--- src/rtl/vc_input_unit.sv ---
// Router input unit: per-VC flit FIFOs behind a packet-framing write filter, a
// per-VC IDLE/VA/ACTIVE packet FSM with XY routing, and a registered output flit.
module vc_input_unit #(
  parameter int VC_NUM           = 2,
  parameter int VC_SIZE          = (VC_NUM > 1) ? $clog2(VC_NUM) : 1,
  parameter int BUFFER_SIZE      = 8,
  parameter int ON_OFF_THRESHOLD = 2,
  parameter int MESH_SIZE_X      = 4,
  parameter int MESH_SIZE_Y      = 4,
  parameter int DEST_X_W         = (MESH_SIZE_X > 1) ? $clog2(MESH_SIZE_X) : 1,
  parameter int DEST_Y_W         = (MESH_SIZE_Y > 1) ? $clog2(MESH_SIZE_Y) : 1,
  parameter int X_CURRENT        = MESH_SIZE_X / 2,
  parameter int Y_CURRENT        = MESH_SIZE_Y / 2,
  parameter int PAYLOAD_W        = 16,
  parameter int DROP_CNT_W       = 8,
  parameter int PORT_W           = 3,
  parameter int FLIT_W           = 2 + VC_SIZE + DEST_X_W + DEST_Y_W + PAYLOAD_W
) (
  input  logic                     clk,
  input  logic                     rst_n,
  input  logic [FLIT_W-1:0]        data_i,
  input  logic                     valid_flit_i,
  input  logic [VC_NUM*VC_SIZE-1:0] vc_new_i,
  input  logic [VC_NUM-1:0]        vc_valid_i,
  input  logic [VC_SIZE-1:0]       vc_sel_i,
  input  logic                     valid_sel_i,
  output logic [FLIT_W-1:0]        flit_o,
  output logic                     valid_flit_o,
  output logic [VC_NUM-1:0]        on_off_o,
  output logic [VC_NUM-1:0]        vc_request_o,
  output logic [VC_NUM*PORT_W-1:0] out_port_o,
  output logic [VC_NUM-1:0]        vc_allocatable_o,
  output logic [VC_NUM-1:0]        is_full_o,
  output logic [VC_NUM-1:0]        is_empty_o,
  output logic [DROP_CNT_W-1:0]    drop_cnt_o,
  output logic [VC_NUM*2-1:0]      vc_state_o
);

  // Flit layout, MSB first: label[1:0] | vc_id | x_dest | y_dest | payload.
  localparam int Y_LSB   = PAYLOAD_W;
  localparam int X_LSB   = Y_LSB + DEST_Y_W;
  localparam int VC_LSB  = X_LSB + DEST_X_W;
  localparam int LBL_LSB = VC_LSB + VC_SIZE;
  localparam int PTR_W   = $clog2(BUFFER_SIZE);
  localparam int CNT_W   = PTR_W + 1;

  localparam logic [1:0] LBL_HEAD     = 2'b00;
  localparam logic [1:0] LBL_BODY     = 2'b01;
  localparam logic [1:0] LBL_TAIL     = 2'b10;
  localparam logic [1:0] LBL_HEADTAIL = 2'b11;

  localparam logic [PORT_W-1:0] PORT_LOCAL = 3'd0;
  localparam logic [PORT_W-1:0] PORT_NORTH = 3'd1;
  localparam logic [PORT_W-1:0] PORT_SOUTH = 3'd2;
  localparam logic [PORT_W-1:0] PORT_WEST  = 3'd3;
  localparam logic [PORT_W-1:0] PORT_EAST  = 3'd4;

  localparam logic [1:0] ST_IDLE   = 2'd0;
  localparam logic [1:0] ST_VA     = 2'd1;
  localparam logic [1:0] ST_ACTIVE = 2'd2;

  localparam logic [DEST_X_W-1:0] X_CUR    = DEST_X_W'(X_CURRENT);
  localparam logic [DEST_Y_W-1:0] Y_CUR    = DEST_Y_W'(Y_CURRENT);
  localparam logic [CNT_W-1:0]    FULL_CNT = CNT_W'(BUFFER_SIZE);

  // Handshakes: vc_request_o[v] is held for as long as VC v sits in VA and a
  // vc_valid_i[v] strobe only takes effect there; a valid_sel_i/vc_sel_i read
  // strobe pops only when the selected VC is ACTIVE and non-empty.

  logic [FLIT_W-1:0]   mem_q      [VC_NUM][BUFFER_SIZE];
  logic [PTR_W-1:0]    wr_ptr_q   [VC_NUM];
  logic [PTR_W-1:0]    wr_ptr_d   [VC_NUM];
  logic [PTR_W-1:0]    rd_ptr_q   [VC_NUM];
  logic [PTR_W-1:0]    rd_ptr_d   [VC_NUM];
  logic [CNT_W-1:0]    cnt_q      [VC_NUM];
  logic [CNT_W-1:0]    cnt_d      [VC_NUM];
  logic [1:0]          state_q    [VC_NUM];
  logic [1:0]          state_d    [VC_NUM];
  logic [PORT_W-1:0]   out_port_q [VC_NUM];
  logic [PORT_W-1:0]   out_port_d [VC_NUM];
  logic [VC_SIZE-1:0]  vc_new_q   [VC_NUM];
  logic [VC_SIZE-1:0]  vc_new_d   [VC_NUM];
  logic [FLIT_W-1:0]   front      [VC_NUM];
  logic [VC_NUM-1:0]   in_pkt_q, in_pkt_d;
  logic [VC_NUM-1:0]   on_off_q, on_off_d;
  logic [VC_NUM-1:0]   framing_ok, wr_en, pop;
  logic [FLIT_W-1:0]   flit_o_q, flit_o_d;
  logic                valid_flit_o_q, valid_flit_o_d;
  logic [DROP_CNT_W-1:0] drop_cnt_q, drop_cnt_d;
  logic [VC_SIZE-1:0]  wr_vc;
  logic [1:0]          wr_label;

  function automatic logic [PORT_W-1:0] xy_route(input logic [FLIT_W-1:0] f);
    logic [DEST_X_W-1:0] xd;
    logic [DEST_Y_W-1:0] yd;
    xd = f[X_LSB +: DEST_X_W];
    yd = f[Y_LSB +: DEST_Y_W];
    if (xd > X_CUR)      xy_route = PORT_EAST;
    else if (xd < X_CUR) xy_route = PORT_WEST;
    else if (yd > Y_CUR) xy_route = PORT_SOUTH;
    else if (yd < Y_CUR) xy_route = PORT_NORTH;
    else                 xy_route = PORT_LOCAL;
  endfunction

  always_comb begin
    for (int v = 0; v < VC_NUM; v++) begin
      front[v] = mem_q[v][rd_ptr_q[v]];
    end
  end

  always_comb begin
    wr_vc          = data_i[VC_LSB +: VC_SIZE];
    wr_label       = data_i[LBL_LSB +: 2];
    flit_o_d       = flit_o_q;
    valid_flit_o_d = 1'b0;
    drop_cnt_d     = drop_cnt_q;
    in_pkt_d       = in_pkt_q;
    on_off_d       = on_off_q;
    framing_ok     = '0;
    wr_en          = '0;
    pop            = '0;
    for (int v = 0; v < VC_NUM; v++) begin
      wr_ptr_d[v]   = wr_ptr_q[v];
      rd_ptr_d[v]   = rd_ptr_q[v];
      cnt_d[v]      = cnt_q[v];
      state_d[v]    = state_q[v];
      out_port_d[v] = out_port_q[v];
      vc_new_d[v]   = vc_new_q[v];

      pop[v] = valid_sel_i && (vc_sel_i == VC_SIZE'(v)) &&
               (state_q[v] == ST_ACTIVE) && (cnt_q[v] != '0);

      // Packet framing: heads only between packets, body/tail only inside one.
      framing_ok[v] = in_pkt_q[v] ? ((wr_label == LBL_BODY) || (wr_label == LBL_TAIL))
                                  : ((wr_label == LBL_HEAD) || (wr_label == LBL_HEADTAIL));
      wr_en[v] = valid_flit_i && (wr_vc == VC_SIZE'(v)) && framing_ok[v] &&
                 ((cnt_q[v] != FULL_CNT) || pop[v]);

      if (wr_en[v]) begin
        wr_ptr_d[v] = wr_ptr_q[v] + PTR_W'(1);
        if (wr_label == LBL_HEAD)      in_pkt_d[v] = 1'b1;
        else if (wr_label == LBL_TAIL) in_pkt_d[v] = 1'b0;
      end
      if (pop[v]) rd_ptr_d[v] = rd_ptr_q[v] + PTR_W'(1);
      case ({wr_en[v], pop[v]})
        2'b10:   cnt_d[v] = cnt_q[v] + CNT_W'(1);
        2'b01:   cnt_d[v] = cnt_q[v] - CNT_W'(1);
        default: cnt_d[v] = cnt_q[v];
      endcase

      case (state_q[v])
        ST_IDLE: begin
          if ((cnt_q[v] != '0) && ((front[v][LBL_LSB +: 2] == LBL_HEAD) ||
                                   (front[v][LBL_LSB +: 2] == LBL_HEADTAIL))) begin
            state_d[v]    = ST_VA;
            out_port_d[v] = xy_route(front[v]);
          end
        end
        ST_VA: begin
          if (vc_valid_i[v]) begin
            state_d[v]  = ST_ACTIVE;
            vc_new_d[v] = vc_new_i[v*VC_SIZE +: VC_SIZE];
          end
        end
        ST_ACTIVE: begin
          if (pop[v]) begin
            flit_o_d                      = front[v];
            flit_o_d[VC_LSB +: VC_SIZE]   = vc_new_q[v];
            valid_flit_o_d                = 1'b1;
            if ((front[v][LBL_LSB +: 2] == LBL_TAIL) ||
                (front[v][LBL_LSB +: 2] == LBL_HEADTAIL)) begin
              state_d[v] = ST_IDLE;
            end
          end
        end
        default: state_d[v] = ST_IDLE;
      endcase

      on_off_d[v] = (BUFFER_SIZE - int'(cnt_d[v])) > ON_OFF_THRESHOLD;
    end
    // A flit that reaches no FIFO was discarded by framing, fullness or VC id.
    if (valid_flit_i && (wr_en == '0) && (drop_cnt_q != '1)) begin
      drop_cnt_d = drop_cnt_q + DROP_CNT_W'(1);
    end
  end

  always_ff @(posedge clk or negedge rst_n) begin
    if (!rst_n) begin
      for (int v = 0; v < VC_NUM; v++) begin
        wr_ptr_q[v]   <= '0;
        rd_ptr_q[v]   <= '0;
        cnt_q[v]      <= '0;
        state_q[v]    <= ST_IDLE;
        out_port_q[v] <= PORT_LOCAL;
        vc_new_q[v]   <= '0;
      end
      in_pkt_q       <= '0;
      on_off_q       <= '1;
      flit_o_q       <= '0;
      valid_flit_o_q <= 1'b0;
      drop_cnt_q     <= '0;
    end else begin
      for (int v = 0; v < VC_NUM; v++) begin
        wr_ptr_q[v]   <= wr_ptr_d[v];
        rd_ptr_q[v]   <= rd_ptr_d[v];
        cnt_q[v]      <= cnt_d[v];
        state_q[v]    <= state_d[v];
        out_port_q[v] <= out_port_d[v];
        vc_new_q[v]   <= vc_new_d[v];
      end
      in_pkt_q       <= in_pkt_d;
      on_off_q       <= on_off_d;
      flit_o_q       <= flit_o_d;
      valid_flit_o_q <= valid_flit_o_d;
      drop_cnt_q     <= drop_cnt_d;
    end
  end

  // Storage carries no reset; occupancy is tracked solely by the pointers.
  always_ff @(posedge clk) begin
    for (int v = 0; v < VC_NUM; v++) begin
      if (wr_en[v]) mem_q[v][wr_ptr_q[v]] <= data_i;
    end
  end

  always_comb begin
    for (int v = 0; v < VC_NUM; v++) begin
      vc_request_o[v]                  = (state_q[v] == ST_VA);
      out_port_o[v*PORT_W +: PORT_W]   = out_port_q[v];
      is_empty_o[v]                    = (cnt_q[v] == '0);
      is_full_o[v]                     = (cnt_q[v] == FULL_CNT);
      vc_allocatable_o[v]              = (state_q[v] == ST_IDLE) && (cnt_q[v] == '0);
      vc_state_o[v*2 +: 2]             = state_q[v];
    end
  end

  assign flit_o       = flit_o_q;
  assign valid_flit_o = valid_flit_o_q;
  assign on_off_o     = on_off_q;
  assign drop_cnt_o   = drop_cnt_q;

endmodule

--- config.mk ---
export PLATFORM = sky130hd
export DESIGN_NAME = vc_input_unit
export DESIGN_NICKNAME = d
export VERILOG_FILES = /design/src/rtl/vc_input_unit.sv
export SDC_FILE = /design/constraint.sdc
export NUM_CORES = 1
export LEC_CHECK = 0
export ABC_AREA = 1
export BUFFER_PORTS_ARGS = -buffer_cell sky130_fd_sc_hd__buf_2
export CAP_MARGIN = 20
export CORE_UTILIZATION = 61
export CTS_CLUSTER_DIAMETER = 150
export CTS_CLUSTER_SIZE = 14
export DETAILED_ROUTE_END_ITERATION = 10
export GPL_ROUTABILITY_DRIVEN = 1
export GPL_TIMING_DRIVEN = 0
export PLACE_DENSITY = 0.79
export SLEW_MARGIN = 20
export SYNTH_ARGS = -nofsm -noshare
export SYNTH_HDL_FRONTEND = slang
export SYNTH_SLANG_ARGS = --single-unit
export TNS_END_PERCENT = 30
--- constraint.sdc ---
create_clock -name clk -period 3.2 [get_ports clk]
set_input_delay 0 -clock clk [delete_from_list [all_inputs] [get_ports clk]]
set_output_delay 0 -clock clk [all_outputs]
set_load 0.02 [all_outputs]
Yosys cells after proc, flatten, opt, wreduce, memory -nomap -nowiden
Memories as Yosys holds them, arrays and structs flattened.
Index checks and enable logic that the tools add are counted.
- add/subtract/negate cells: 11
- magnitude comparators: 16
- equal/unequal tests: 28
- muxes and demuxes: 49
- bitwise operators: 6
- reductions and logical operators: 48
- operator list (operator ; count):
    $mux 184 ; 4
    $mux 23 ; 10
    $reduce_or 184->1 ; 1
    $bmux 23 s3 ; 2
    $demux 23 s3 ; 2
    $mux 2 ; 12
    $eq 2x2->1 const B ; 10
    $logic_and 1x1->1 ; 20
    $ge 4x4->1 const B ; 4
    $not 3->4 ; 4
    $pmux 4 s2 ; 2
    $mux 1 ; 13
    $add 3x1->3 const B ; 4
    $logic_not 2->1 ; 6
    $ne 2x2->1 const B ; 6
    $pmux 2 s3 ; 2
    $reduce_and 2->1 ; 6
    $eq 2x1->1 const B ; 5
    $gt 5x3->1 const B ; 2
    $sub 4x4->5 const A ; 2
    $add 4x1->4 const B ; 2
    $add 8x1->8 const B ; 1
    $eq 4x4->1 const B ; 2
    $gt 2x2->1 const B ; 4
    13 further kinds ; 32
- register bits: 68
- RAM bits: 368
- input bits: 32
- memories kept: 1
- memory list (name ; depth ; width ; rd ports ; clocked after memory_dff ; write ports ; RTL line ; text):
    mem_q ; 2 ; 184 ; 2 ; 0 ; 1 ; 70 ; logic [FLIT_W-1:0] mem_q [VC_NUM][BUFFER_SIZE];

Depth between registers and ports, before layout
- word-level depth: 10
- depth in mapped cells: 21
- gate-level depth less buffers: 21

Least setup slack after synthesis
No wires, ideal clock.
- kind: reg2reg
- start point: register state_q (netlist bit vc_state_o[2])
- end point: memory mem_q[0][207] in the netlist's numbering, enable pin
- setup time: 0.401 ns
- data arrival time: 2.324 ns
- data required time: 2.799 ns
- setup slack: 0.475 ns
- cell stages (with the launch flop): 9
- period minus slack after synthesis: 2.725 ns
- cell sequence: dfrtp_1 inv_1 nand2_1 nor2_2 nand2_4 a21oi_4 inv_2 or2_1 nor2_1
- cells in the longest elaborated chain, start to end: 9
- RTL lines (item ; RTL line ; text):
    start, declared ; 77 ; logic [1:0] state_q [VC_NUM];
    start signal, assigned by index ; 207 ; state_q[v] <= state_d[v];
    $eq 2x2->1 (*) ; 131 ; (state_q[v] == ST_ACTIVE) && (cnt_q[v] != '0);
    $logic_and 1x1->1 (*) ; 130 ; pop[v] = valid_sel_i && (vc_sel_i == VC_SIZE'(v)) &&
    $logic_and 1x1->1 (*) ; 131 ;
    $logic_or 1x1->1 (*) ; 137 ; ((cnt_q[v] != FULL_CNT) || pop[v]);
    $logic_and 1x1->1 (*) ; 136 ; wr_en[v] = valid_flit_i && (wr_vc == VC_SIZE'(v)) && framing_ok[v] &&
    $mux 1 (*) ; 222 ; if (wr_en[v]) mem_q[v][wr_ptr_q[v]] <= data_i;
    $mux 184 (not written as such) (*) ; 222 ;
    $reduce_or 184->1 (no source line) ; -- ;
    $mux 1 (no source line) or $mux 184 (tied branches) ; -- ;
    end, declared ; 70 ;
Every way passes the cells marked *; elsewhere a longest branch is shown, timed or not.

Worst setup path after layout
- start point: input data_i[21]
- end point: memory mem_q[0][317] in the netlist's numbering, enable pin
- cells in the longest elaborated chain, start to end: 9
- RTL lines (item ; RTL line ; text):
    start, declared ; 21 ; input logic [FLIT_W-1:0] data_i,
    $eq 2x2->1 (tied with other cells) ; 135 ; : ((wr_label == LBL_HEAD) || (wr_label == LBL_HEADTAIL));
    $logic_or 1x1->1, on equally long branches ; 135, 134 ;
    $mux 1 ; 134 ; framing_ok[v] = in_pkt_q[v] ? ((wr_label == LBL_BODY) || (wr_label == LBL_TAIL))
    $logic_and 1x1->1 (2 in a row) ; 136 ;
    $mux 1 ; 222 ;
    $mux 184 (not written as such) ; 222 ;
    $reduce_or 184->1 (no source line) ; -- ;
    $mux 1 (no source line) or $mux 184 (tied branches) ; -- ;
Several ways; a longest one is shown, not always the timed one.

==> flow_metrics.py <==
metrics = {
    "setup_path": {
        "crit_chain": "dlygate4sd3_1 > buf_2 > inv_1 > ha_1 > inv_2 > nand2_1 > nand4_2 > a21oi_4 > inv_2 > or2_1 > nor2_4 > buf_16",
        "r2r_start": "rd_ptr_q[0]$_DFFE_PN0N_",
        "crit_cells": 12,
        "crit_fanout": 17,
        "path_common_cell": "inv_2",
        "max_stage_delay_ns": 0.53,
        "regToRegEndpoint": "out_port_o[4]$_DFFE_PN0P_",
        "worstSetupEndpointType": "flop",
        "crit_type": "input port to flop",
        "crit_family": "buffers and inverters",
        "slowest_stage": "dlygate4sd3_1",
        "required_ns": 3.43,
        "r2r_setup_slack_ns": 0.64,
        "cp.arrival_ns": 3.05,
        "ff2ff_path_depth": 11,
        "path_buf_inv": 6,
        "startpoint_type": "input port",
    },
    "yosys": {
        "synth-main-ff-cell": "edfxtp_1",
        "yosysMostFrequentCell": "edfxtp_1",
        "syn_nets": 1429,
        "synth_cells": 1376,
        "synth_commonest_cells": "edfxtp_1, nor2_1, o21ai_0",
        "avgSynthCellArea_um2": 12.5,
        "synthDistinctLibCells": 44,
        "synth_seq_cells": 420,
        "synth_seq_area_share": 0.714,
        "yosys.area_share.simple": 0.114,
        "synth_compound_area_frac": 0.112,
        "syn_area_mm2": 0.0172,
        "synth_top_family_by_area": "simple AND/OR/NAND/NOR gates",
        "synth_edf_count": 352,
        "synth_area_leaders": "edfxtp_1, dfrtp_1, o21ai_0",
        "yosysWarnings": 0,
        "synth_top_cell_by_area": "edfxtp_1",
        "synthMuxAreaShare": 0.00131,
        "synth_xor_area_frac": 0.00714,
        "netlist.area_leader.share": 0.615,
        "synth-adder-area-share": 0.0162,
        "synth-async-reset-ratio": 0.162,
    },
    "clock_tree": {
        "cts_buffers": 35,
        "cts_sinks": 420,
        "htree_levels": 2,
        "cts_tree": "built",
        "clkTransAtPathRegs_ns": 0.06,
        "cts_setup_buffers": 0,
        "clock_path_buffers": 3,
        "clockRootBuffer": "clkbuf_16",
        "clk_latency_ns": 0.53,
    },
    "sta": {
        "fin_crit_sh": 0.882,
        "period_minus_slack_ns": 2.82,
        "finalHoldViolations": 0,
        "tightest_slew_ns": 0.867,
        "fmax_ghz": 0.354,
        "rsz0062_at_grt": "no",
        "slew_viol_final": 0,
        "setup_viol": 0,
        "maxSlewHeadroom": 0.421,
        "clock_skew_ns": 0.0153,
    },
    "route": {
        "firstDrtPassIters": 5,
        "wirelength_um": 42600,
        "met3_length_um": 4070,
        "highest_layer": "met4",
        "vias": 11900,
        "wl_met1_um": 16300,
        "dr.first_iter.drc_count": 1404,
        "drc_errors": 0,
        "wl_met2_um": 20700,
        "avgRoutedWirePerCell_um": 21.9,
        "ant_nets": 0,
        "vias_per_cell": 6.16,
    },
    "floorplan": {
        "die_h_um": 170,
        "die_area_mm2": 0.0288,
        "ios": 84,
        "core_area_mm2": 0.0278,
        "die_w_um": 170,
        "start_util": 0.618,
        "rows": 61,
    },
    "place": {
        "gp_congestion": 0.827,
        "io_buffers": 83,
        "place_area_mm2": 0.0184,
        "place_hpwl_um": 26900,
    },
    "layout": {
        "final_area_mm2": 0.0198,
        "nNetsFinal": 1589,
        "drive_gt1_frac": 0.150,
        "area_delta_synth_final_pct": 15.0,
        "finish.utilization": 0.711,
        "register_area_mm2": 0.0123,
        "n_antenna_cell": 0,
        "multi_input_area_mm2": 0.00443,
        "fillers": 1846,
    },
    "worst_hold_path": {
        "whs_path_depth": 6,
        "min_path_type": "input port to flop",
        "hold_end": "rd_ptr_q[5]$_DFFE_PN0N_",
        "min_from": "vc_sel_i",
    },
    "grt": {
        "grt.overflow.total": 0,
        "grt_pass1_wl_um": 64700,
        "grt_usage": 0.301,
        "grt_pass1_vias": 11700,
        "antenna_found_initial": 0,
        "grt_max_degree": 57,
    },
    "run_status": {
        "status": "finished clean",
    },
    "power": {
        "powerDensity_mw_per_mm2": 872,
        "ir_drop_mv": 0.676,
        "total_power_mw": 17.2,
        "p_leak_nw": 7.17,
    },
    "job": {
        "cap_violations": 0,
    },
}
## layout make-up
| class | count | area share |
|---|---|---|
| buffer | 72 | 0.0168 |
| clock buffer | 62 | 0.0505 |
| clock inverter | 2 | 0.00127 |
| inverter | 71 | 0.0136 |
| multi-input combinational | 813 | 0.224 |
| sequential | 420 | 0.621 |
| tap | 378 | 0.0239 |
| timing repair buffer | 123 | 0.0490 |
## stage by stage
stage                     TNS [ns]  setup slack, ns  hold slack, ns  instances
after floorplan                  0            0.475          -0.296       1376
after global placement     -168.05           -0.763           0.191       1837
after detailed placement         0            0.394          -0.122       1846
after CTS                        0            0.375          0.0161       1941
after global routing             0            0.193          0.0809       1941
final                            0            0.377          0.0446       1941
## kinds of logic (layout without fill, tap and decap cells)
logic type               Yosys count  after routing
AO/OA/AOI/OAI                    318            318
XOR/XNOR                          14             14
adder cells (fa/ha/maj)           21             21
buffers and inverters            143            330
flip-flops                       420            420
multiplexers                       2              2
AND/OR/NAND/NOR                  458            458
## flip-flops by register name, indices dropped and copies added, names as in the netlist
| name | count |
|---|---|
| vc_state_o | 4 |
| wr_ptr_q | 6 |
| flit_o | 23 |
| in_pkt_q | 2 |
| vc_new_q | 2 |
| rd_ptr_q | 6 |
| cnt_q | 8 |
| mem_q | 352 |
| valid_flit_o | 1 |
| out_port_o | 6 |
| on_off_o | 2 |
| drop_cnt_o | 8 |
## cell usage in the layout, fill, tap and decap left out, types with 3 or more instances in the layout
cell type and count:
nand2_2 11, a221oi_1 10, dlygate4sd3_1 31, xnor2_1 3, o221ai_1 50, o21ai_1 12
inv_2 15, o21a_1 3, nor2_2 5, a21oi_1 37, buf_4 6, clkbuf_16 36
nor2_4 21, nand3_2 3, nand2_4 3, nand2_1 148, buf_2 111, nor3_1 8
o21ai_0 162, nand4_1 3, ha_1 19, dfrtp_1 66, inv_1 55, o22ai_1 26
clkbuf_1 58, buf_1 5, a31oi_1 4, o211ai_1 8, buf_16 8, edfxtp_1 352
xor2_1 11, nand3_1 60, nor2_1 192
## report_power, final
group	total, mW	switching (mW)	internal (mW)	leakage (nW)
combinational	6.26	4.34	1.92	2.70
sequential	7.00	0.418	6.59	3.98
clock	3.97	1.84	2.13	0.486
## worst reg2reg max path, stage by stage, from the launching register on
cell and delay [ns]:
dfrtp_1 0.38, buf_2 0.18, inv_2 0.12, clkbuf_1 0.49, nor2_1 0.10, o221ai_1 0.22, o21a_1 0.23, ha_1 0.27
nand3_1 0.20, nor2_1 0.12, nand2_1 0.08, nand2_1 0.05
## routing by layer
metal / vias up / global-route usage
li1: 5311 / -
met1: 5783 / 0.395
met2: 741 / 0.502
met3: 112 / 0.0512
met4: 0 / 0.127
met5: - / 0
## worst max path at each step
stage | startpoint | endpoint | slack [ns]
after floorplan | vc_state_o[2]$_DFFE_PN0P_ | mem_q[0][207]$_DFFE_PP_ | 0.48
after global placement | data_i[21] | mem_q[0][268]$_DFFE_PP_ | -0.76
after detailed placement | data_i[21] | mem_q[0][311]$_DFFE_PP_ | 0.39
after CTS | data_i[21] | mem_q[0][317]$_DFFE_PP_ | 0.38
after global routing | data_i[21] | mem_q[0][300]$_DFFE_PP_ | 0.19
final | data_i[21] | mem_q[0][317]$_DFFE_PP_ | 0.38
## what timing repair did
action                                 CTS  global route
setup endpoints to repair                0             0
endpoints found under the hold margin  428             0
resized for setup                        0             0
hold buffers                            31             0
Note: power is estimated with default switching activity, not from simulation.
